==> src/rtl/pipe_pkg.sv <==
// ---------------------------------------------------------------------------
// pipe_pkg
// Shared definitions for the 5-stage core pipeline registers.
//   NOP_INSTR      : instruction encoding used as the bubble payload
//   CNT_W_DEFAULT  : default width of the per-stage squash counters
//   *_t            : packed payload layouts carried between stages
// ---------------------------------------------------------------------------
package pipe_pkg;

   localparam logic [31:0] NOP_INSTR     = 32'b0;
   localparam int          CNT_W_DEFAULT = 16;

   // Fetch -> decode: program counter plus raw instruction word.
   typedef struct packed {
      logic [31:0] pc;
      logic [31:0] instr;
   } if_id_t;

   // Decode -> execute: operands and the control bits the ALU stage needs.
   typedef struct packed {
      logic [31:0] pc;
      logic [31:0] rs1Val;
      logic [31:0] rs2Val;
      logic [31:0] imm;
      logic [4:0]  rd;
      logic [3:0]  aluOp;
      logic        regWrite;
      logic        memRead;
      logic        memWrite;
   } id_ex_t;

   // Execute -> memory: ALU result and store data.
   typedef struct packed {
      logic [31:0] aluResult;
      logic [31:0] storeData;
      logic [4:0]  rd;
      logic        regWrite;
      logic        memRead;
      logic        memWrite;
   } ex_mem_t;

   // Memory -> writeback: value to retire into the register file.
   typedef struct packed {
      logic [31:0] wbData;
      logic [4:0]  rd;
      logic        regWrite;
   } mem_wb_t;

endpackage

==> src/rtl/pipe_stage_reg.sv <==
// ---------------------------------------------------------------------------
// pipe_stage_reg
// Generic valid/ready pipeline register between two core stages, with an
// optional one-entry skid buffer, hazard freeze, branch flush and a
// saturating count of squashed entries.
//
// Parameters
//   DATA_W    : payload width
//   RESET_VAL : payload after reset and after flush (bubble encoding)
//   SKID      : 1 = main + skid entry with registered in_ready
//               0 = single entry, in_ready depends combinationally on out_ready
//   CNT_W     : squash counter width
//
// Ports
//   clk, rst    : rising-edge clock, asynchronous active-high reset
//   flush       : squash every held entry this cycle (highest priority)
//   freeze      : hold all state, block both handshakes
//   in_valid    : upstream offers in_data
//   in_ready    : stage accepts in_data this cycle
//   in_data     : upstream payload
//   out_valid   : main entry offered downstream
//   out_ready   : downstream accepts
//   out_data    : main entry payload (visible even while frozen)
//   occupancy   : number of valid entries held (0..2)
//   squash_cnt  : saturating count of valid entries killed by flush
// ---------------------------------------------------------------------------
module pipe_stage_reg
   import pipe_pkg::*;
#(
   parameter int                DATA_W    = 64,
   parameter logic [DATA_W-1:0] RESET_VAL = DATA_W'(NOP_INSTR),
   parameter bit                SKID      = 1'b1,
   parameter int                CNT_W     = CNT_W_DEFAULT
) (
   input  logic              clk,
   input  logic              rst,
   input  logic              flush,
   input  logic              freeze,
   input  logic              in_valid,
   output logic              in_ready,
   input  logic [DATA_W-1:0] in_data,
   output logic              out_valid,
   input  logic              out_ready,
   output logic [DATA_W-1:0] out_data,
   output logic [1:0]        occupancy,
   output logic [CNT_W-1:0]  squash_cnt
);

   logic              r_mainValid;
   logic [DATA_W-1:0] r_mainData;
   logic              w_skidValid;
   logic              w_inFire;
   logic              w_outFire;
   logic [1:0]        w_occupancy;
   logic [CNT_W:0]    w_squashSum;
   logic [CNT_W-1:0]  r_squashCnt;

   // The output handshake is also closed during flush so that nothing can
   // leave the stage in the same cycle it is being squashed.
   assign out_valid   = r_mainValid & ~freeze & ~flush;
   assign out_data    = r_mainData;
   assign w_inFire    = in_valid & in_ready;
   assign w_outFire   = out_valid & out_ready;
   assign w_occupancy = {1'b0, r_mainValid} + {1'b0, w_skidValid};
   assign occupancy   = w_occupancy;

   generate
      if (SKID) begin : g_skid
         logic              r_skidValid;
         logic [DATA_W-1:0] r_skidData;

         assign w_skidValid = r_skidValid;

         // Ready only looks at our own registers, which breaks the
         // combinational ready chain running back up the pipeline.
         assign in_ready = ~r_skidValid & ~freeze & ~flush;

         // Main entry refills from the skid first so older payloads always
         // leave before newer ones; the skid only catches a payload that
         // arrives while main is full and not draining.
         always_ff @(posedge clk or posedge rst) begin
            if (rst) begin
               r_mainValid <= 1'b0;
               r_mainData  <= RESET_VAL;
               r_skidValid <= 1'b0;
               r_skidData  <= RESET_VAL;
            end else if (flush) begin
               r_mainValid <= 1'b0;
               r_mainData  <= RESET_VAL;
               r_skidValid <= 1'b0;
               r_skidData  <= RESET_VAL;
            end else if (!freeze) begin
               if (!r_mainValid || w_outFire) begin
                  if (r_skidValid) begin
                     r_mainValid <= 1'b1;
                     r_mainData  <= r_skidData;
                     r_skidValid <= 1'b0;
                  end else if (w_inFire) begin
                     r_mainValid <= 1'b1;
                     r_mainData  <= in_data;
                  end else begin
                     r_mainValid <= 1'b0;
                  end
               end else if (w_inFire) begin
                  r_skidValid <= 1'b1;
                  r_skidData  <= in_data;
               end
            end
         end
      end else begin : g_noSkid
         assign w_skidValid = 1'b0;

         // Single entry: we may accept while full only if the current
         // occupant leaves in the same cycle.
         assign in_ready = (~r_mainValid | out_ready) & ~freeze & ~flush;

         // Load on accept, empty on a drain with nothing arriving behind it.
         always_ff @(posedge clk or posedge rst) begin
            if (rst) begin
               r_mainValid <= 1'b0;
               r_mainData  <= RESET_VAL;
            end else if (flush) begin
               r_mainValid <= 1'b0;
               r_mainData  <= RESET_VAL;
            end else if (!freeze) begin
               if (w_inFire) begin
                  r_mainValid <= 1'b1;
                  r_mainData  <= in_data;
               end else if (w_outFire) begin
                  r_mainValid <= 1'b0;
               end
            end
         end
      end
   endgenerate

   // Sum is one bit wider than the counter so a carry out marks overflow.
   assign w_squashSum = {1'b0, r_squashCnt} + (CNT_W+1)'(w_occupancy);

   // Squash counter: adds every valid entry killed by a flush and sticks at
   // all-ones instead of wrapping.
   always_ff @(posedge clk or posedge rst) begin
      if (rst) begin
         r_squashCnt <= '0;
      end else if (flush) begin
         r_squashCnt <= w_squashSum[CNT_W] ? '1 : w_squashSum[CNT_W-1:0];
      end
   end

   assign squash_cnt = r_squashCnt;

endmodule

==> config.mk <==
export PLATFORM = sky130hd
export DESIGN_NAME = pipe_stage_reg
export DESIGN_NICKNAME = d
export VERILOG_FILES = /design/src/rtl/pipe_pkg.sv /design/src/rtl/pipe_stage_reg.sv
export SDC_FILE = /design/constraint.sdc
export NUM_CORES = 1
export LEC_CHECK = 0
export ABC_AREA = 1
export CAP_MARGIN = 10
export CORE_ASPECT_RATIO = 0.7
export CORE_MARGIN = 1.5
export CORE_UTILIZATION = 47
export DETAILED_ROUTE_END_ITERATION = 10
export PLACE_DENSITY = 0.73
export SLEW_MARGIN = 20
export SYNTH_ARGS = -nofsm -noshare
export SYNTH_HDL_FRONTEND = slang
export SYNTH_SLANG_ARGS = --single-unit
export TNS_END_PERCENT = 1
==> constraint.sdc <==
create_clock -name clk -period 13.2 [get_ports clk]
set_input_delay 2.64 -clock clk [delete_from_list [all_inputs] [get_ports clk]]
set_output_delay 2.64 -clock clk [all_outputs]
set_load 0.02 [all_outputs]
==> results of run 1 <==
worst reg2reg max path, delay by kind of cell, from the launching register on:
family                 cells  cell delay (ns)
and+or+nand+nor            3             0.95
buffers and inverters      3             1.33
DFF                        1             0.82
AOI/OAI and AO/OA          1             0.13
per-layer routing:
metal | vias to the layer above | GRT usage | wire (um)
met2 | 234 | 0.385 | 8030
met1 | 2990 | 0.364 | 8900
met4 | 0 | 0.0636 | 168
li1 | 3080 | - | -
met3 | 17 | 0.0480 | 1230
met5 | - | 0 | 0
sequential cells by signal (all words and copies together), names as in the netlist:
name,flops
g_skid.r_skidValid,1
r_mainValid,1
g_skid.r_skidData,64
squash_cnt,16
out_data,64
layout make-up:
type / instances / area share
Clock buffer: 22 / 0.0522
Timing Repair Buffer: 161 / 0.175
Clock inverter: 10 / 0.0109
Multi-Input combinational cell: 589 / 0.303
Tap cell: 195 / 0.0268
Inverter: 71 / 0.0300
Sequential cell: 146 / 0.402
final timing paths:
| kind | start | slack (ns) | to |
|---|---|---|---|
| worst min register to register | out_data[41] | 0.47 | out_data[41] |
| worst max register to register | g_skid.r_skidValid | 9.86 | out_data[51] |
| max in group asynchronous | rst | 9.15 | g_skid.r_skidValid |
| worst min-delay path | out_data[41] | 0.47 | out_data[41] |
| min in group asynchronous | rst | 2.74 | out_data[30] |
| worst max-delay path | flush | 6.34 | in_ready |
power groups by stage:
stage,combinational (mW),clock (mW),sequential (mW)
after global routing,0.195,0.494,0.491
final,0.178,0.466,0.488
after detailed placement,0.178,0,0.496
after global placement,0.176,0,0.496
after floorplan,0.0599,0,0.524
after CTS,0.179,0.473,0.488
through the flow:
step                      setup slack, ns  power (mW)  cells  hold slack (ns)  instance area, um2
final                                6.34        1.13   1194            0.469                9090
after global routing                 6.22        1.18   1194            0.493                9090
after CTS                            6.34        1.14   1194            0.473                9080
after detailed placement             6.34       0.674   1162            0.458                8510
after global placement               6.35       0.672   1162            0.454                8510
after floorplan                      6.64       0.583    867            0.469                6970
placed cells by master, fill, tap and decap left out, types with 3 or more instances in the layout:
master and n:
nand2_1 284, clkdlybuf4s50_1 153, dfrtp_1 146, nand4_1 67, inv_1 66, nand3_1 65, o21ai_0 60, o21ai_1 50
nor2_1 22, clkbuf_16 17, a21oi_1 13, buf_4 8, xor2_1 6, nand2_2 5, clkinvlp_4 5, inv_6 3
ha_1 3, clkbuf_8 3
logic make-up after synthesis:
group / share of synthesized area
AO/OA/AOI/OAI: 0.0916
XOR/XNOR: 0.00754
adder cells (fa/ha/maj): 0.00826
buffers and inverters: 0.0819
flip-flops: 0.524
AND/OR/NAND/NOR: 0.287
==> metrics.csv, run 1 <==
stage;metric;value;unit
status;outcome;finished, final reports clean;
critical_path;startpoint types;primary input;
detailed_routing;DRT Pass-1 Iters;5;
cts;Post-CTS Setup Bufs;0;
cts;Longest Clk Path Bufs;2;
yosys;share of async-settable or async-resettable flops after synthesis;1.00;
cells_and_area;final core occ;0.623;
cts;CTS root buf;clkbuf_16;
floorplanning;starting density of the core;0.478;
critical_path;crit-path max FO;20;
timing;Slew headroom;0.351;
critical_path;Worst EP required;10.56;ns
power;Comb power frac;0.157;
floorplanning;chip width;149;um
critical_path;crit end category;primary output;
cts;H-tree levels;4;
floorplanning;Core ar.;14600;um2
cts;worst skew pair latency;0.42;ns
place;Final Wtd Congestion;0.787;
cells_and_area;post-layout net count;1060;
yosys;top-count cell post-synth;nand2_1;
cells_and_area;storage element area;3650;um2
worst_hold_path;Hold WC Path Type;register to register;
power;standby leakage power;4.15;nW
timing;unrepaired setup endpoints after global routing;no;
detailed_routing;drt wl/cell;15.3;um
cts;post-cts sizing count;0;
critical_path;family with the most delay on the worst path;buffers and inverters;
yosys;Distinct cells, synth;26;
floorplanning;Die ar.;15600;um2
power;pwr/cell area;125;nW/um2
detailed_routing;DRC Markers;0;
global_routing;global route total overflow;0;
detailed_routing;via count;6321;
flow_run;max cap viols;0;
cts;CTS Hold Bufs;0;
cells_and_area;diodes inserted;0;
global_routing;total track usage;0.250;
yosys;Warnings, synthesis;0;
critical_path;WP data arrival;4.22;ns
global_routing;vias in the first global route;6115;
yosys;Avg Synthesized Cell Area;8.04;um2
critical_path;Worst R2R Path Depth;7;
critical_path;max incr delay on CP;0.57;ns
timing;final hold vios;0;
cts;CTS tree;yes;
yosys;Post-synth EDFFs;0;
cells_and_area;synthesis-to-finish area growth;30.4;%
power;Int Power;0.827;mW
detailed_routing;Detail Route Antenna Nets;0;
cells_and_area;multi-input combinational cell area;2760;um2
timing;final clock skew;0.00891;ns
timing;Final Cycle Share;0.520;
place;number of I/O port buffers;153;
timing;fmax;146;MHz
detailed_routing;final WL;18.3;mm
cells_and_area;share of layout cells above drive strength 1;0.0561;
timing;final count of pins violating max slew;0;
place;DP HPWL;10.9;mm
floorplanning;die height;105;um
detailed_routing;Avg Vias per Cell;5.29;
yosys;syn_nets;941;
critical_path;kind of critical path;primary input to primary output;
yosys;top area cells in the synthesized netlist;dfrtp_1, nand2_1, nand4_1;
power;switching pwr;0.305;mW
timing;Setup Total Neg Slack;0;ns
yosys;sequential area share after synthesis;0.524;
cells_and_area;fill count;1295;
critical_path;Critical Path Stages;6;
timing;worst-margin pin slew;0.973;ns
yosys;Cell Area, Synth;6970;um2
worst_hold_path;worst hold path depth;2;
power;Max VDD drop;0.0892;mV
critical_path;slowest CP cell;clkdlybuf4s50_1;
global_routing;initial antenna violation count;0;
detailed_routing;initial drt markers;380;
yosys;largest area contributor in the netlist;dfrtp_1;
yosys;list of most frequent post-synthesis cells;nand2_1, dfrtp_1, inv_1, nand4_1, nand3_1;
floorplanning;# IOs;154;
power;sequential share of power;0.431;
yosys;Seq cells post-synth;146;
critical_path;crit path cell chain;clkdlybuf4s50_1, buf_4, inv_2, nand2_1, nor2_1, clkdlybuf4s50_1;
cts;Reg clk slew, reported paths;0.06;ns
power;Switching Share;0.270;
yosys;Synth top area share;0.524;
power;power share of the clock group;0.411;
yosys;Synth Instances;867;
critical_path;CP most frequent cell;clkdlybuf4s50_1;
timing;min Tclk post-route;6.86;ns
floorplanning;Placement Rows;37;
global_routing;largest net degree at the start of global routing;85;
critical_path;worst path bufs/invs;4;
timing;Final setup viols;0;
cts;Clock Sinks;146;
cts;CTS Buf Count;17;
global_routing;first-pass GRT wire length;31.1;mm
yosys;ys flop type;dfrtp_1;
No activity file was read; power rests on OpenSTA's default activity.
==> inputs of run 2 (changes only) <==
- CORE_UTILIZATION: 47 -> 46
- PLACE_DENSITY: 0.73 -> 0.75
- clock period: 13.2 -> 6.1 ns (I/O delays scaled with it)
==> run 2 against run 1 <==
  * Combinational power increased by 120%
  * Critical path depth did not move
  * Final cell count barely moved
  * First-iteration DRC count grew 14%
  * Sequential power increased by 120%
  * Non-clock buffer count stayed put
  * Critical path type unchanged
  * Largest cell class unchanged
==> metrics.csv, run 2 (same netlist as run 1, synthesis figures left out) <==
stage;metric;value;unit
status;outcome;finished, final reports clean;
cts;Longest Clk Path Bufs;2;
place;number of I/O port buffers;153;
critical_path;startpoint types;primary input;
cells_and_area;fill count;1252;
timing;Slew headroom;0.353;
cts;Reg clk slew, reported paths;0.06;ns
global_routing;total track usage;0.243;
floorplanning;Die ar.;15900;um2
floorplanning;chip width;150;um
cts;CTS Hold Bufs;0;
global_routing;global route total overflow;0;
cts;CTS Buf Count;17;
detailed_routing;initial drt markers;435;
cells_and_area;most frequent cells in the layout;nand2_1, clkdlybuf4s50_1, dfrtp_1;
detailed_routing;DRC Markers;0;
worst_hold_path;Hold WC Path Type;register to register;
floorplanning;# IOs;154;
cts;Post-CTS Setup Bufs;0;
timing;final clock skew;0.00874;ns
cells_and_area;diodes inserted;0;
floorplanning;Core ar.;14800;um2
timing;final hold vios;0;
cells_and_area;commonest non-fill, non-tap cell in the layout;nand2_1;
cells_and_area;final core occ;0.620;
cts;Clock Sinks;146;
global_routing;initial antenna violation count;0;
cts;H-tree levels;4;
timing;fmax;228;MHz
power;Power Total;2.58;mW
cts;post-cts sizing count;0;
detailed_routing;via count;6324;
detailed_routing;final WL;18.4;mm
global_routing;first-pass GRT wire length;30.6;mm
detailed_routing;DRT Pass-1 Iters;5;
cells_and_area;share of layout cells above drive strength 1;0.0561;
timing;min Tclk post-route;4.38;ns
cts;CTS root buf;clkbuf_16;
power;Max VDD drop;0.207;mV
cells_and_area;post-layout net count;1060;
critical_path;crit end category;primary output;
cts;CTS tree;yes;
timing;unrepaired setup endpoints after global routing;no;
place;Final Wtd Congestion;0.819;
global_routing;largest net degree at the start of global routing;107;
cells_and_area;synthesis-to-finish area growth;31.4;%
cts;worst skew pair latency;0.42;ns
place;DP HPWL;11.0;mm
critical_path;Worst EP required;4.88;ns
flow_run;max cap viols;0;
detailed_routing;drt wl/cell;15.4;um
floorplanning;starting density of the core;0.472;
timing;final count of pins violating max slew;0;
floorplanning;die height;106;um
critical_path;WP data arrival;3.16;ns
timing;Final setup viols;0;
critical_path;kind of critical path;primary input to primary output;
timing;worst-margin pin slew;0.967;ns
detailed_routing;Avg Vias per Cell;5.30;
power;pwr/cell area;281;nW/um2
timing;Setup Total Neg Slack;0;ns
timing;final hold slack;0.467;ns
floorplanning;Placement Rows;37;
timing;Final Cycle Share;0.718;
global_routing;vias in the first global route;5997;
power;standby leakage power;4.19;nW
critical_path;crit-path max FO;24;
detailed_routing;Detail Route Antenna Nets;0;
[run 2: cell types whose count changed in the layout (fill, tap and decap cells not counted)]
cell | before | now
clkbuf_8 | 3 | 0
clkinvlp_4 | 5 | 1
bufinv_16 | 1 | 5
inv_2 | 2 | 3
inv_6 | 3 | 2
clkinv_1 | 1 | 0
clkinv_4 | 1 | 4
[run 2: layout make-up]
class / instances / area, um2 / share of cell area
inverter: 71 / 273 / 0.0298
clock buffer: 19 / 433 / 0.0473
sequential: 146 / 3650 / 0.399
tap: 195 / 244 / 0.0266
clock inverter: 12 / 206 / 0.0225
multi-input combinational: 589 / 2760 / 0.301
timing repair buffer: 161 / 1590 / 0.174
[run 2: path summary, 6_finish.rpt]
kind	start	end	slack, ns	depth (start not counted)
min in group asynchronous	rst	out_data[29]	1.36	2
worst max register to register	g_skid.r_skidValid	out_data[39]	3.44	6
max in group asynchronous	rst	out_data[28]	3.53	3
worst min-delay path	out_data[36]	out_data[36]	0.47	2
worst max-delay path	flush	in_ready	1.72	6
worst min register to register	out_data[36]	out_data[36]	0.47	2
[run 2: worst max-delay path, cell delays in order]
cell	delay [ns]
clkdlybuf4s50_1	0.39
buf_4	0.22
inv_2	0.35
nand2_1	0.21
nor2_1	0.15
clkdlybuf4s50_1	0.62
[run 2: power by group]
group / internal, mW / total [mW] / switching (mW)
registers: 1.02 / 1.06 / 0.0343
logic: 0.170 / 0.386 / 0.216
clock network: 0.727 / 1.13 / 0.407
total: 1.92 / 2.58 / 0.658
[run 2: metrics by stage]
step,cells,setup WS (ns),area (um2)
after floorplan,867,0.957,6970
after global placement,1162,1.76,8510
after detailed placement,1162,1.74,8510
after CTS,1193,1.74,9150
after global routing,1193,1.60,9160
final,1193,1.72,9160
[run 2: routing by layer]
layer	vias up	GRT usage	wire length [um]
met1	2986	0.348	8640
li1	3085	-	-
met4	0	0.0707	150
met5	-	0	0
met2	239	0.371	8160
met3	14	0.0511	1450
==> patch 1: new RTL, config.mk and constraints of run 2 <==
`SKID`: 1'b1 -> 1'b0.
--- a/src/rtl/pipe_stage_reg.sv
+++ b/src/rtl/pipe_stage_reg.sv
@@ -30,5 +30,5 @@
    parameter int                DATA_W    = 64,
    parameter logic [DATA_W-1:0] RESET_VAL = DATA_W'(NOP_INSTR),
-   parameter bit                SKID      = 1'b1,
+   parameter bit                SKID      = 1'b0,
    parameter int                CNT_W     = CNT_W_DEFAULT
 ) (
Formal check against the unedited RTL: not equivalent (a bounded check fails within 4 cycles, from zero or initial values and one cycle with rst high).
==> patch 1 against run 2 <==
Routed wire length is 44% lower; sequential cell count decreased by 65; combinational power is 38% lower; final area decreased by 38%; synthesized area is 44% lower; sequential share of layout area down 4.1 points; sequential power is 44% lower; utilization up 8.7 points; power fell by 45%; global-route usage down 0.53 points; worst setup slack gained 340 ps; clock skew is 2.0 ps higher; critical endpoint unchanged; largest cell class unchanged.
==> patch 1: results (changes against run 2) <==
Hold Path Class - reg -> reg
max reg flops - 64
reg2reg start - r_mainValid
post-synthesis sequential area ratio - 52.33% (-0.098 points)
drt pass-1 iters - 4 (-1)
post-synthesis cell type count - 23 (-12%)
crit path DAT - 2820 ps (-340 ps)
CTS Buf Count - 9 (-8)
DP HPWL - 6.942 mm (-37%)
critical path's largest stage delay - 650 ps (+30 ps)
# diodes - 0 (unchanged)
H-tree Lvls - 3 (-1)
Leak - 2.678 nW (-36%)
Routed WL per cell - 15.47 µm (+0.33%)
Synth Area in XOR/XNOR - 1.130% (+0.38 points)
Placer Congestion - 0.8432 (+3.0%)
M3 GR Usage - 6.074% (+0.97 points)
post-synth top area cell - dfrtp_1
Reg2Reg Depth - 8 (+2)
r2r endpoint - out_data[56]
CP Max Fanout - 10 (-58%)
final net count - 631 (-40%)
post-synth top area share - 52.33% (-0.098 points)
reg-to-reg slack, setup - 3800 ps (+360 ps)
worst clock skew - 10.79 ps (+2.049 ps)
Root Buffer - clkbuf_16
worst ir drop on vdd - 0.0001638 V (-21%)
Detailed Route Iter0 Violations - 274 (-37%)
top cells by area, synth - dfrtp_1, nand3_1, nand2_1
first-pass GRT wire length - 16.91 mm (-45%)
hold path start - out_data[54]
Adder-Cell Fraction of Synth Area - 0.6460% (-0.18 points)
Synth top cells by count - nand3_1, nand2_1, dfrtp_1
fillers - 634 (-49%)
Worst Hold Depth - 2 (unchanged)
Hold EP - out_data[54]
worst-skew pair later-pin latency - 330 ps (-90 ps)
initial antenna violation count - 0 (unchanged)
status - finished clean
PortBufs - 152 (-0.65%)
via count of the first global-routing pass - 3,401 (-43%)
DR DRC count - 0 (unchanged)
setup bufs post-CTS - 0 (unchanged)
Slew headroom - 46.33% (+11 points)
GR Util met1 - 33.15% (-1.6 points)
Post-CTS Resized - 0 (unchanged)
post-placement cell area - 5333 µm² (-37%)
clock tree buffer depth - 2 (unchanged)
pre-CTS WS - 2076 ps (+337.6 ps)
synthesized net count - 495 (-47%)
largest net degree at the start of global routing - 82 (-23%)
crit path time final - 4040 ps (-339.1 ps)
DR vias/cell - 5.257 (-0.83%)
GRT Util Overall - 23.75% (-0.53 points)
compound-gate portion of the synthesized area - 0.9044% (-8.3 points)
share of cells above drive strength 1 - 12.30% (+6.7 points)
M2 GR Usage - 36.34% (-0.78 points)
-- patch 1: cell count changes after synthesis, moves of 50 or more --
cell,run 2,this run
nand2_1,286,106
nand4_1,67,1
dfrtp_1,146,81
o21ai_0,60,7
inv_1,68,17
o21ai_1,50,0
-- patch 1: routing by layer --
metal  share of wire [%]  routed length (µm)  vias up
met2                  46                4685      123
met4                 1.1                 114        0
met1                  46                4735     1689
met5                   0                   0        -
li1                    -                   -     1660
met3                 6.9                 703        8
-- patch 1: tightest hold or removal path, delay by kind of cell, from the launching register on --
kind          cells  cell delay [ps]
flops             1              350
simple gates      2              120
-- patch 1: where the power goes --
group,leakage (nW),switching [mW],total (mW),internal [mW]
clock,0.157,0.195,0.587,0.392
sequential,1.10,0.0260,0.595,0.569
combinational,1.42,0.124,0.239,0.116
-- patch 1: how the worst max path moves through the flow --
| stage | startpoint | endpoint | cells past startpoint |
|---|---|---|---|
| 2_1_floorplan | rst | out_data[0] | 1 |
| 3_3_place_gp | flush | in_ready | 5 |
| 3_5_place_dp | flush | in_ready | 5 |
| 4_1_cts | flush | in_ready | 5 |
| 5_1_grt | flush | in_ready | 5 |
| 6_report | flush | in_ready | 5 |
-- patch 1: stage by stage --
step	hold slack (ps)	cells
after floorplan	528.7	423
after global placement	483.8	649
after detailed placement	490.9	649
after CTS	506.1	662
after global routing	532.0	662
final	501.0	662
-- patch 1: cell type report --
| cell class | count | area, µm² | area share [%] |
|---|---|---|---|
| repair buffers | 157 | 1558 | 27.54 |
| clock inverters | 4 | 95.09 | 1.681 |
| inverters | 20 | 76.32 | 1.349 |
| clock buffers | 9 | 225.2 | 3.981 |
| well taps | 101 | 126.4 | 2.234 |
| multi-input cells | 290 | 1549 | 27.38 |
| flip-flops and latches | 81 | 2027 | 35.83 |
==> patch 2: new RTL, flow settings as in run 2 <==
Made on the original files. Reset style: synchronous (`rst`), changed in 3 clocked blocks. Comments in the files are not updated.
--- a/src/rtl/pipe_stage_reg.sv
+++ b/src/rtl/pipe_stage_reg.sv
@@ -79,5 +79,5 @@
          // leave before newer ones; the skid only catches a payload that
          // arrives while main is full and not draining.
-         always_ff @(posedge clk or posedge rst) begin
+         always_ff @(posedge clk) begin
             if (rst) begin
                r_mainValid <= 1'b0;
@@ -116,5 +116,5 @@
 
          // Load on accept, empty on a drain with nothing arriving behind it.
-         always_ff @(posedge clk or posedge rst) begin
+         always_ff @(posedge clk) begin
             if (rst) begin
                r_mainValid <= 1'b0;
@@ -140,5 +140,5 @@
    // Squash counter: adds every valid entry killed by a flush and sticks at
    // all-ones instead of wrapping.
-   always_ff @(posedge clk or posedge rst) begin
+   always_ff @(posedge clk) begin
       if (rst) begin
          r_squashCnt <= '0;
Behaviour: differs if rst is asserted again (counterexample within 4 cycles, from zero or initial values and one cycle with rst high); with rst held inactive, the same outputs for 4 cycles.
==> patch 2 against run 2 <==
Worst setup slack better by 390 ps; final area down 8.2%; synthesized cell count up 4.2%; register-to-register slack worse by 260 ps; synthesized area down 9.3%; sequential cell count unchanged; routed wire length down 14%; clock skew up 2.4 ps.
Power is not compared: it rests on default switching activity, and its combinational part moved more than twofold at a synthesized area within 25%.
==> patch 2: results (changes against run 2) <==
status - finished clean
compound-gate portion of the synthesized area - 16.16% (+7.0 points)
GRT Util Overall - 22.56% (-1.7 points)
clock tree buffer depth - 2 (unchanged)
GR Util met1 - 31.18% (-3.6 points)
Synth top cells by count - nor2_1, nand2_1, dfxtp_1
Synth Flop Type - dfxtp_1
ANT nets after route - 0 (unchanged)
worst ir drop on vdd - 0.0001981 V
Tightest Pin Transition - 1028 ps (+61.20 ps)
post-synthesis sequential area ratio - 46.25% (-6.2 points)
asr flop ratio synth - 0% (-100 points)
H-tree Lvls - 4 (unchanged)
via count of the first global-routing pass - 5,268 (-12%)
post-synthesis cell type count - 30 (+15%)
DR vias - 5,921 (-6.4%)
post-placement cell area - 7761 µm² (-8.8%)
synthesized net count - 977 (+3.8%)
total of warnings raised by yosys - 0 (unchanged)
DR vias/cell - 4.853 (-8.4%)
Adder-Cell Fraction of Synth Area - 0.9107% (+0.085 points)
share of cells above drive strength 1 - 4.836% (-0.78 points)
Hold Path Class - reg -> reg
M3 GR Usage - 4.751% (-0.36 points)
Root Buffer - clkbuf_16
mux contribution to synthesized area - 0% (unchanged)
crit path DAT - 2770 ps (-390 ps)
first-pass GRT wire length - 25.79 mm (-16%)
worst clock skew - 11.14 ps (+2.398 ps)
Placer Congestion - 0.8411 (+2.8%)
initial antenna violation count - 1 (+1)
critical path's largest stage delay - 670 ps (+50 ps)
CP Max Fanout - 16 (-33%)
M2 GR Usage - 34.75% (-2.4 points)
drt total wl - 15.79 mm (-14%)
Synth Area in XOR/XNOR - 0.4158% (-0.34 points)
Detailed Route Iter0 Violations - 416 (-4.4%)
final net count - 1,095 (+3.3%)
Leak - 3.384 nW
setup bufs post-CTS - 0 (unchanged)
top cells by area, synth - dfxtp_1, nor2_1, nand2_1
CTS Buf Count - 17 (unchanged)
largest net degree at the start of global routing - 118 (+10%)
DP HPWL - 9.511 mm (-14%)
## patch 2: cell count changes in the layout (fill, tap and decap cells not counted), moves of 12 or more
cell | run 2 | this run
a21oi_1 | 13 | 36
dfrtp_1 | 146 | 0
dfxtp_1 | 0 | 145
inv_1 | 66 | 54
nand2_1 | 284 | 186
nand3_1 | 65 | 14
nand4_1 | 67 | 4
nor2_1 | 22 | 219
o21ai_0 | 60 | 81
o21ai_1 | 50 | 77
## patch 2: kinds of logic (layout without fill, tap and decap cells)
family,count (synthesis),in the layout
DFF,146,146
and+or+nand+nor,434,434
AOI/OAI and AO/OA,201,201
adders and majority gates,4,4
xor gates and xnor gates,3,3
buffers and inverters,115,246
other,0,1
## patch 2: worst reg2reg max path, cell delays in order (launching register included)
cell,delay (ps)
dfxtp_4,950
ha_1,360
inv_1,90
fa_1,440
inv_1,90
nand2_1,100
nor2_4,210
nand3_2,320
nand3_1,190
nand2_1,70
inv_1,50
## patch 2: final cells by class
class                           instances  area, µm²
Antenna cell                            1      2.502
Clock buffer                           18      439.2
Clock inverter                         14      200.2
Fill cell                            1232       4866
Inverter                               56      211.5
Multi-Input combinational cell        642       2823
Sequential cell                       146       2927
Tap cell                              185      231.5
Timing Repair Buffer                  158       1569
## patch 2: where the power goes
group	internal, mW	leakage [nW]	switching, mW	total, mW
Sequential	0.960	1.18	0.00410	0.964
Clock	0.701	0.304	0.425	1.13
Combinational	0.0735	1.90	0.0732	0.147
## patch 2: per-stage QoR
step / std cells / utilization (%) / total power [mW] / hold slack [ps] / worst slack [ps]
after floorplan: 903 / - / 1.058 / 474.3 / 3096
after global placement: 1187 / 58.49 / 1.131 / 460.1 / 2092
after detailed placement: 1187 / 58.49 / 1.132 / 470.1 / 2103
after CTS: 1219 / 63.31 / 2.255 / 484.7 / 2102
after global routing: 1220 / 63.33 / 2.314 / 503.0 / 2038
final: 1220 / 63.33 / 2.237 / 479.8 / 2111
## patch 2: path summary, 6_finish.rpt
| kind | cells past startpoint | slack (ps) | end | start |
|---|---|---|---|---|
| setup / recovery | 6 | 2110 | in_ready | flush |
| hold / removal | 2 | 480 | out_data[6] | out_data[6] |
| setup reg to reg | 10 | 3180 | squash_cnt[9] | g_skid.r_skidValid |
| hold reg to reg | 2 | 480 | out_data[6] | out_data[6] |
## patch 2: per-layer routing
| metal | routed length [µm] | part of all wire, % | vias up |
|---|---|---|---|
| li1 | - | - | 3101 |
| met1 | 7714 | 49 | 2627 |
| met2 | 6890 | 44 | 178 |
| met3 | 1001 | 6.3 | 15 |
| met4 | 188 | 1.2 | 0 |
| met5 | 0 | 0 | - |
